### src/rtl/dcpu16_marb_if.sv
// One simplified-Wishbone port: master drives adr/stb/wre/dto, slave answers with dti/ack.
// The arbiter uses three slave views (F, G, DMA) and one master view (memory).
interface dcpu16_marb_if #(
    parameter int AW = 16,
    parameter int DW = 16
) ();
    logic [AW-1:0] adr;
    logic          stb;
    logic          wre;
    logic [DW-1:0] dto;
    logic [DW-1:0] dti;
    logic          ack;

    modport master (output adr, output stb, output wre, output dto, input dti, input ack);
    modport slave  (input adr, input stb, input wre, input dto, output dti, output ack);
endinterface

### src/rtl/dcpu16_marb.sv
// Three-way memory arbiter (CPU F-BUS, CPU G-BUS, DMA) onto one simplified-Wishbone memory port.
// Registered grant/address path, one transaction at a time, per-transaction ack timeout.
module dcpu16_marb #(
    parameter int AW      = 16,
    parameter int DW      = 16,
    parameter int TMO     = 15,
    parameter int PRI_FIX = 0
) (
    input  logic          clk,
    input  logic          rst,
    dcpu16_marb_if.slave  f_bus,
    dcpu16_marb_if.slave  g_bus,
    dcpu16_marb_if.slave  d_bus,
    dcpu16_marb_if.master x_bus,
    output logic          tmo
);
    typedef enum logic [1:0] {IDLE, BUSY, ACK} state_t;

    localparam logic [1:0] P_F = 2'd0;
    localparam logic [1:0] P_G = 2'd1;
    localparam logic [1:0] P_D = 2'd2;

    localparam int CW = (TMO < 2) ? 1 : $clog2(TMO + 1);
    // Expiry fires in the TMO-th BUSY cycle, so x_stb is high for exactly TMO cycles.
    localparam logic [CW-1:0] CNT_LAST = CW'((TMO == 0) ? 0 : TMO - 1);
    localparam logic [CW-1:0] CNT_MAX  = '1;

    state_t        state_reg;
    logic [1:0]    ptr_reg;
    logic [1:0]    win_reg;
    logic [CW-1:0] cnt_reg;
    logic          x_stb_reg;
    logic          x_wre_reg;
    logic [AW-1:0] x_adr_reg;
    logic [DW-1:0] x_dto_reg;
    logic [2:0]    ack_reg;
    logic [DW-1:0] dti_reg [3];
    logic          tmo_reg;

    logic [2:0]    req;
    logic [1:0]    cand [3];
    logic [1:0]    win;
    logic [AW-1:0] adr_sel;
    logic          wre_sel;
    logic [DW-1:0] dto_sel;

    assign req = {d_bus.stb, g_bus.stb, f_bus.stb};

    // Search order starts just after the last winner; fixed mode always searches F,G,D.
    always_comb begin
        cand[0] = P_F;
        cand[1] = P_G;
        cand[2] = P_D;
        if (PRI_FIX == 0) begin
            case (ptr_reg)
                P_F: begin cand[0] = P_G; cand[1] = P_D; cand[2] = P_F; end
                P_G: begin cand[0] = P_D; cand[1] = P_F; cand[2] = P_G; end
                default: begin cand[0] = P_F; cand[1] = P_G; cand[2] = P_D; end
            endcase
        end
        win = cand[2];
        if (req[cand[1]]) win = cand[1];
        if (req[cand[0]]) win = cand[0];
    end

    always_comb begin
        adr_sel = f_bus.adr;
        wre_sel = f_bus.wre;
        dto_sel = f_bus.dto;
        case (win)
            P_G: begin adr_sel = g_bus.adr; wre_sel = g_bus.wre; dto_sel = g_bus.dto; end
            P_D: begin adr_sel = d_bus.adr; wre_sel = d_bus.wre; dto_sel = d_bus.dto; end
            default: ;
        endcase
    end

    always_ff @(posedge clk or negedge rst) begin
        if (!rst) begin
            state_reg <= IDLE;
            ptr_reg   <= P_D;
            win_reg   <= P_F;
            cnt_reg   <= '0;
            x_stb_reg <= 1'b0;
            x_wre_reg <= 1'b0;
            x_adr_reg <= '0;
            x_dto_reg <= '0;
            ack_reg   <= 3'b000;
            tmo_reg   <= 1'b0;
            for (int i = 0; i < 3; i++) dti_reg[i] <= '0;
        end else begin
            case (state_reg)
                IDLE: begin
                    if (|req) begin
                        win_reg   <= win;
                        x_adr_reg <= adr_sel;
                        x_wre_reg <= wre_sel;
                        x_dto_reg <= dto_sel;
                        x_stb_reg <= 1'b1;
                        cnt_reg   <= '0;
                        if (PRI_FIX == 0) ptr_reg <= win;
                        state_reg <= BUSY;
                    end
                end
                BUSY: begin
                    // A memory ack in the expiry cycle takes precedence over the timeout.
                    if (x_bus.ack) begin
                        x_stb_reg <= 1'b0;
                        for (int i = 0; i < 3; i++)
                            if (win_reg == 2'(i)) dti_reg[i] <= x_bus.dti;
                        ack_reg   <= 3'b001 << win_reg;
                        state_reg <= ACK;
                    end else if ((TMO != 0) && (cnt_reg == CNT_LAST)) begin
                        x_stb_reg <= 1'b0;
                        for (int i = 0; i < 3; i++)
                            if (win_reg == 2'(i)) dti_reg[i] <= '1;
                        ack_reg   <= 3'b001 << win_reg;
                        tmo_reg   <= 1'b1;
                        state_reg <= ACK;
                    end else if (cnt_reg != CNT_MAX) begin
                        cnt_reg <= cnt_reg + 1'b1;
                    end
                end
                ACK: begin
                    ack_reg   <= 3'b000;
                    tmo_reg   <= 1'b0;
                    state_reg <= IDLE;
                end
                default: state_reg <= IDLE;
            endcase
        end
    end

    assign x_bus.stb = x_stb_reg;
    assign x_bus.wre = x_wre_reg;
    assign x_bus.adr = x_adr_reg;
    assign x_bus.dto = x_dto_reg;
    assign f_bus.ack = ack_reg[0];
    assign g_bus.ack = ack_reg[1];
    assign d_bus.ack = ack_reg[2];
    assign f_bus.dti = dti_reg[0];
    assign g_bus.dti = dti_reg[1];
    assign d_bus.dti = dti_reg[2];
    assign tmo       = tmo_reg;
endmodule
### src/flat_wrapper.sv
// flat-port wrapper written by rule: the top's interface ports become plain ports
module dcpu16_marb_flat 
#(
    parameter int AW      = 16,
    parameter int DW      = 16,
    parameter int TMO     = 15,
    parameter int PRI_FIX = 0
)
  (clk, rst, tmo, f_bus_adr, f_bus_stb, f_bus_wre, f_bus_dto, f_bus_dti, f_bus_ack, g_bus_adr, g_bus_stb, g_bus_wre, g_bus_dto, g_bus_dti, g_bus_ack, d_bus_adr, d_bus_stb, d_bus_wre, d_bus_dto, d_bus_dti, d_bus_ack, x_bus_adr, x_bus_stb, x_bus_wre, x_bus_dto, x_bus_dti, x_bus_ack);
  dcpu16_marb_if #(.AW(AW), .DW(DW)) f_bus_i ();
  dcpu16_marb_if #(.AW(AW), .DW(DW)) g_bus_i ();
  dcpu16_marb_if #(.AW(AW), .DW(DW)) d_bus_i ();
  dcpu16_marb_if #(.AW(AW), .DW(DW)) x_bus_i ();
  input  logic clk;
  input  logic rst;
  output logic tmo;
  input wire logic [$bits(f_bus_i.adr)-1:0] f_bus_adr;
  input wire logic [$bits(f_bus_i.stb)-1:0] f_bus_stb;
  input wire logic [$bits(f_bus_i.wre)-1:0] f_bus_wre;
  input wire logic [$bits(f_bus_i.dto)-1:0] f_bus_dto;
  output wire logic [$bits(f_bus_i.dti)-1:0] f_bus_dti;
  output wire logic [$bits(f_bus_i.ack)-1:0] f_bus_ack;
  input wire logic [$bits(g_bus_i.adr)-1:0] g_bus_adr;
  input wire logic [$bits(g_bus_i.stb)-1:0] g_bus_stb;
  input wire logic [$bits(g_bus_i.wre)-1:0] g_bus_wre;
  input wire logic [$bits(g_bus_i.dto)-1:0] g_bus_dto;
  output wire logic [$bits(g_bus_i.dti)-1:0] g_bus_dti;
  output wire logic [$bits(g_bus_i.ack)-1:0] g_bus_ack;
  input wire logic [$bits(d_bus_i.adr)-1:0] d_bus_adr;
  input wire logic [$bits(d_bus_i.stb)-1:0] d_bus_stb;
  input wire logic [$bits(d_bus_i.wre)-1:0] d_bus_wre;
  input wire logic [$bits(d_bus_i.dto)-1:0] d_bus_dto;
  output wire logic [$bits(d_bus_i.dti)-1:0] d_bus_dti;
  output wire logic [$bits(d_bus_i.ack)-1:0] d_bus_ack;
  output wire logic [$bits(x_bus_i.adr)-1:0] x_bus_adr;
  output wire logic [$bits(x_bus_i.stb)-1:0] x_bus_stb;
  output wire logic [$bits(x_bus_i.wre)-1:0] x_bus_wre;
  output wire logic [$bits(x_bus_i.dto)-1:0] x_bus_dto;
  input wire logic [$bits(x_bus_i.dti)-1:0] x_bus_dti;
  input wire logic [$bits(x_bus_i.ack)-1:0] x_bus_ack;
  assign f_bus_i.adr = f_bus_adr;
  assign f_bus_i.stb = f_bus_stb;
  assign f_bus_i.wre = f_bus_wre;
  assign f_bus_i.dto = f_bus_dto;
  assign f_bus_dti = f_bus_i.dti;
  assign f_bus_ack = f_bus_i.ack;
  assign g_bus_i.adr = g_bus_adr;
  assign g_bus_i.stb = g_bus_stb;
  assign g_bus_i.wre = g_bus_wre;
  assign g_bus_i.dto = g_bus_dto;
  assign g_bus_dti = g_bus_i.dti;
  assign g_bus_ack = g_bus_i.ack;
  assign d_bus_i.adr = d_bus_adr;
  assign d_bus_i.stb = d_bus_stb;
  assign d_bus_i.wre = d_bus_wre;
  assign d_bus_i.dto = d_bus_dto;
  assign d_bus_dti = d_bus_i.dti;
  assign d_bus_ack = d_bus_i.ack;
  assign x_bus_adr = x_bus_i.adr;
  assign x_bus_stb = x_bus_i.stb;
  assign x_bus_wre = x_bus_i.wre;
  assign x_bus_dto = x_bus_i.dto;
  assign x_bus_i.dti = x_bus_dti;
  assign x_bus_i.ack = x_bus_ack;
  dcpu16_marb #(.AW(AW), .DW(DW), .TMO(TMO), .PRI_FIX(PRI_FIX)) u_core (.clk(clk), .rst(rst), .f_bus(f_bus_i), .g_bus(g_bus_i), .d_bus(d_bus_i), .x_bus(x_bus_i), .tmo(tmo));
endmodule
### config.mk
export PLATFORM = sky130hd
export DESIGN_NAME = dcpu16_marb_flat
export DESIGN_NICKNAME = d
export VERILOG_FILES = /design/src/rtl/dcpu16_marb_if.sv /design/src/rtl/dcpu16_marb.sv /design/src/flat_wrapper.sv
export SDC_FILE = /design/constraint.sdc
export NUM_CORES = 1
export LEC_CHECK = 0
export BUFFER_PORTS_ARGS = -buffer_cell sky130_fd_sc_hd__buf_2
export CAP_MARGIN = 40
export CORE_UTILIZATION = 34
export CTS_BUF_LIST = sky130_fd_sc_hd__clkbuf_8 sky130_fd_sc_hd__clkbuf_16
export CTS_CLUSTER_SIZE = 10
export DETAILED_ROUTE_END_ITERATION = 8
export PLACE_DENSITY_LB_ADDON = 0.2
export SLEW_MARGIN = 20
export SYNTH_ARGS = -nofsm -noshare
export SYNTH_HDL_FRONTEND = slang
export SYNTH_SLANG_ARGS = --single-unit
### constraint.sdc
create_clock -name clk -period 5.7 [get_ports clk]
set_input_delay 0.57 -clock clk [delete_from_list [all_inputs] [get_ports clk]]
set_output_delay 0.57 -clock clk [all_outputs]
set_load 0.01 [all_outputs]
# After elaboration in Yosys (flattened, before gate mapping)
# Cells that the tools add are included.
dict set report word_totals {
  regBits 96
  in_bits 121
  out_inout_bits 86
  word_cells 85
}
dict set report op_classes {
  n_mux 37
  n_shift 1
  order_cmp 2
  n_addsub 1
  reduce_logical 16
  n_eq_ne 15
}
# operator n
set ops {}
lappend ops {{2-to-1 mux 16 bit} 6}
lappend ops {{2-to-1 mux 48 bit} 2}
lappend ops {{one-hot mux 16 bit (2 select lines)} 2}
lappend ops {{2-to-1 mux 4 bit} 4}
lappend ops {{AND reduction 3 bit} 5}
lappend ops {{one-hot mux 6 bit (2 select lines)} 1}
lappend ops {{2-to-1 mux 2 bit} 5}
lappend ops {{equality test 2 x 1 -> 1 bit, second input constant} 4}
lappend ops {{one-hot mux 4 bit (2 select lines)} 1}
lappend ops {{2-to-1 mux 1 bit} 7}
lappend ops {{equality test 2 bit, second input constant} 3}
lappend ops {{zero test 2 bit} 3}
lappend ops {{< comparator 2 x 3 -> 1 bit, second input constant} 2}
lappend ops {{2-to-1 mux 3 bit} 2}
lappend ops {{!= test 2 x 1 -> 1 bit, second input constant} 3}
lappend ops {{one-hot mux 1 bit (2 select lines)} 3}
lappend ops {{one-hot mux 3 bit (2 select lines)} 1}
lappend ops {{AND reduction 2 bit} 3}
lappend ops {{nonzero test 2 bit} 3}
lappend ops {{AND reduction 5 bit} 1}
lappend ops {{adder 4 x 1 -> 4 bit, second input constant} 1}
lappend ops {{binary-select mux 1 bit (select 2 bit)} 2}
lappend ops {{equality test 4 bit, second input constant} 1}
lappend ops {{!= test 2 bit, second input constant} 2}
lappend ops {{5 further kinds} 5}

# Longest topological paths before layout
dict set report logic_depth {
  ltp_word 8
  depth_mapped 11
  ltp_nobuf 9
}

# Least setup slack after synthesis
# No wires, ideal clock.
dict set report synth_path {
  kind {input to register}
  start {input port g_bus_stb}
  end {register u_core.x_adr_reg[5] (netlist: u_core.x_bus.adr[5])}
  path_stages 10
  t_arrival_ns 2.182
  setup_slack_ns 3.382
  path_cell_list {inv_1 > o21ai_0 > a2bb2oi_1 > inv_1 > ha_1 > clkbuf_1 > clkbuf_1 > nor2_1 > a21oi_1 > o21ai_0}
}
dict set report synth_between {
  elab_chain_len 6
  elab_cells_between_ends 11
  classes_between {eq/ne: 2; mux: 7; reduce/logical: 2}
}
# element line
set synth_lines {}
lappend synth_lines {{from (decl)} flat_wrapper.sv:24} ;# input wire logic [$bits(g_bus_i.stb)-1:0] g_bus_stb;
lappend synth_lines {{binary-select mux 1 bit (select 2 bit)} dcpu16_marb.sv:62} ;# if (req[cand[1]]) win = cand[1];
lappend synth_lines {{2-to-1 mux 1 bit (implied by the code)} dcpu16_marb.sv:62}
lappend synth_lines {{2-to-1 mux 2 bit} dcpu16_marb.sv:62}
lappend synth_lines {{2-to-1 mux 2 bit (*)} dcpu16_marb.sv:63} ;# if (req[cand[0]]) win = cand[0];
lappend synth_lines {{named net u_core.win[1]} dcpu16_marb.sv:42} ;# logic [1:0] win;
lappend synth_lines {{equality test 2 bit / equality test 2 x 1 -> 1 bit (equally long branches)} dcpu16_marb.sv:70} ;# case (win)
lappend synth_lines {{one-hot mux 16 bit (2 select lines) (*)} dcpu16_marb.sv:70}
lappend synth_lines {{to (signal assigned)} dcpu16_marb.sv:95} ;# x_adr_reg <= adr_sel;
lappend synth_lines {{to (decl)} dcpu16_marb.sv:34} ;# logic [AW-1:0] x_adr_reg;
# The timed path passes the listed nets; every way through them passes the cells marked *. The select of a mux whose other input is x is not followed.
# A chain may end at the register's enable or synchronous reset.

==> summary.md <==
| Metric | Value |
|---|---|
| Relative slew slack | `between 50% and 60%` |
| # clock sinks | `between 90 and 100` |
| Reg-to-reg slack, setup | `approximately 3.3 ns` |
| Critical path depth in cells | `8` |
| R2r endpoint | `u_core.x_bus.dto[9]$_DFFE_PN0P_` |
| Initial antenna violation count | `0` |
| Synth Instances | `~430` |
| Total placed cells including tap cells | `between 700 and 800` |
| Cell Pwr Density | `532.5 mW/mm^2` |
| Post-synth cell types | `34` |
| Nets@finish | `754` |
| RSZ-0062 raised after global routing | `no` |
| DR vias | `between 3000 and 4000` |
| Clk root buf | `clkbuf_16` |
| Die area | `~0.014 mm^2` |
| Top Ports | `a little over 200` |
| Critical Path End | `u_core.x_bus.dto[9]$_DFFE_PN0P_` |
| CTS tree | `done` |
| # rows | `41` |
| Crit-path max FO | `46` |
| H-Tree Depth | `3` |
| Setup Skew | `roughly 0.0060 ns` |
| Post-CTS Hold Buffers | `0` |
| Crit-path slowest cell | `ha_2` |
| Routed len/inst | `about 14 um` |
| First-pass GRT wire length | `19.35 mm` |
| Final hold vios | `0` |
| RR Startpoint | `u_core.win_reg[0]$_DFFE_PN0P_` |
| Largest net degree at the start of global routing | `69` |
| Req. time, crit path | `approximately 5.9 ns` |
| Post-Route WL | `about 12 mm` |
| Post-CTS Setup Repair Bufs | `0` |
| Syn_nets | `560` |
| Register area share after synthesis | `52.40%` |
| Worst Setup SP | `u_core.win_reg[0]$_DFFE_PN0P_` |
| Tot GR Track Use | `between 15 and 20%` |
| Most Frequent Cell on Critical Path | `o21ai_0` |
| Status | `finished clean` |
| Setup tns final | `0 ns` |
| 1st-iter DRT viols | `around 150` |
| Period utilization | `a little over two fifths` |
| CP Launch Type | `flop` |
| Peak supply drop | `233.9 uV` |
| Core Region | `approximately 0.013 mm^2` |
| Clock transition at path regs | `~0.07 ns` |
| Peak Freq | `roughly 410 MHz` |
| Max cap viols | `0` |
| Worst slew pin tran | `a little over 0.6 ns` |
| Die width | `roughly 120 um` |
| P&R area growth vs syn | `33.05%` |
| Non-filler cells, final | `~800` |
| Clock buffer count from CTS | `9` |
| Gr ovfl total | `0` |
| Fin crit period | `2.438 ns` |
| Initial Util | `35.40%` |
| Layout cells sized above 1 | `~45%` |
| Die H | `approximately 120 um` |
| Critical Path Sink Type | `flop` |
| Post-CTS Resized | `0` |
| Worst endpoint data arrival time | `around 2.6 ns` |
| Leakage | `between 2 and 3 nW` |
| Fillers | `1251` |
| Detail Route Antenna Nets | `0` |
| Synth warnings | `0` |
| Delay-heaviest family, CP | `compound AO/OA/AOI/OAI gates` |
| Crit path cell chain | `o21ai_0 -> a2bb2oi_1 -> inv_1 -> ha_2 -> buf_12 -> nor2_1 -> a21oi_1 -> o21ai_0` |
| Gpl congestion | `between 0.8 and 0.9` |
| Clk_lat worst skew | `roughly 0.34 ns` |
| Cell area after synthesis | `between 0.004 and 0.005 mm^2` |
| Final hold slack | `0.1397 ns` |
| Antenna cell count | `0` |
| DPL Wire Length | `8.838 mm` |
| Vias per inst | `4.908` |
| Critical path class | `flop to flop` |
| Final Setup Violations | `0` |
| Number of global-route vias before repair | `roughly 4000` |
| Critical path's largest stage delay | `roughly 0.56 ns` |
| First drt pass iteration count | `4` |
| CP Buf/Inv Count | `2` |
| Pins Over Slew Limit | `0` |
| Port buffer count | `206` |
| Post-Syn Area per Cell | `10.51 um^2` |
| DRC | `0` |
| HP Class | `input port to async pin` |
| Synth Register Bits | `95` |
| FF-to-FF path depth | `8` |
| Maximum clock insertion buffer count | `2` |
==> area by class of cell <==
cell class	count	area, um^2	share of cell area (%)
tap	172	215.2	3.563
clock inverter	7	55.05	0.9115
inverter	10	37.54	0.6215
clock buffer	9	225.2	3.729
multi-input combinational	296	1983	32.84
timing repair buffer	214	1145	18.96
sequential	95	2379	39.38
==> power breakdown <==
group	internal [mW]	switching, mW	leakage [nW]
clock	0.301	0.269	0.138
sequential	0.989	0.177	1.13
combinational	0.657	0.823	1.60
==> worst min path at each step <==
stage,end,cells after the start,slack [ns],startpoint
final,u_core.ack_reg[1]$_DFFE_PN0P_,1,0.14,rst
after global routing,u_core.ack_reg[1]$_DFFE_PN0P_,1,0.17,rst
after CTS,u_core.ack_reg[1]$_DFFE_PN0P_,1,0.15,rst
after detailed placement,u_core.x_bus.adr[4]$_DFFE_PN0P_,2,0.46,u_core.x_bus.adr[4]$_DFFE_PN0P_
after global placement,u_core.x_bus.dto[0]$_DFFE_PN0P_,2,0.46,u_core.x_bus.dto[0]$_DFFE_PN0P_
after floorplan,u_core.ack_reg[0]$_DFFE_PN0P_,0,0.27,rst
==> synth_stat cells (all sizes together) <==
cell | n | area (um^2)
o21ai | 47 | 239.0
and3 | 1 | 6.260
nor2b | 1 | 6.260
mux2 | 48 | 578.1
a21boi | 1 | 7.510
buf | 5 | 58.80
dfrtp | 94 | 2352
a22o | 1 | 8.760
a21oi | 37 | 185.2
clkbuf | 26 | 97.59
nor2 | 39 | 146.4
ha | 7 | 87.58
a22oi | 33 | 247.7
dfstp | 1 | 26.28
o31ai | 3 | 22.52
o2111ai | 3 | 32.53
or4b | 1 | 10.01
nand2 | 42 | 157.7
nand3 | 4 | 20.02
nand2b | 17 | 106.4
or3 | 3 | 20.02
nor4b | 1 | 23.77
o311ai | 1 | 8.760
mux2i | 1 | 10.01
o41ai | 2 | 17.52
inv | 10 | 37.54
a2bb2oi | 2 | 17.52
o211ai | 1 | 7.510
==> layout by cell type, fill, tap and decap left out, drive strengths merged <==
cell type  count
and3           1
clkbuf         9
a2bb2oi        2
inv           13
clkinvlp       1
o211ai         1
dfstp          1
mux2i          1
o21ai         47
o311ai         1
nand3          4
or4b           1
dfrtp         94
o2111ai        3
a22oi         33
nand2         42
nor2b          1
nor2          39
a21boi         1
mux2          48
ha             7
buf          214
a22o           1
clkinv         3
or3            3
nand2b        17
a21oi         37
nor4b          1
o31ai          3
o41ai          2
==> stage by stage <==
stage / area (um^2) / power, mW / util (%) / setup WS, ns
3_3_place_gp: 5670 / 2.599 / 44.21 / 2.815
5_1_grt: 6040 / 3.485 / 47.09 / 2.975
2_1_floorplan: 4539 / 2.110 / - / 3.382
3_5_place_dp: 5732 / 2.677 / 44.69 / 3.053
6_report: 6040 / 3.216 / 47.09 / 3.262
4_1_cts: 6012 / 3.259 / 46.88 / 3.253
==> routing by layer <==
metal	track usage, %	wire length [um]
met2	29.59	5583
met5	0	0
met1	20.92	4949
met4	8.253	297
met3	4.360	759
==> cells by family after synthesis <==
family	synth area share [%]
fa+ha+maj	1.929
simple gates	10.94
buf+inv	4.272
flops	52.40
compound gates	17.50
mux	12.95
Note: power is estimated with default switching activity, not from simulation.
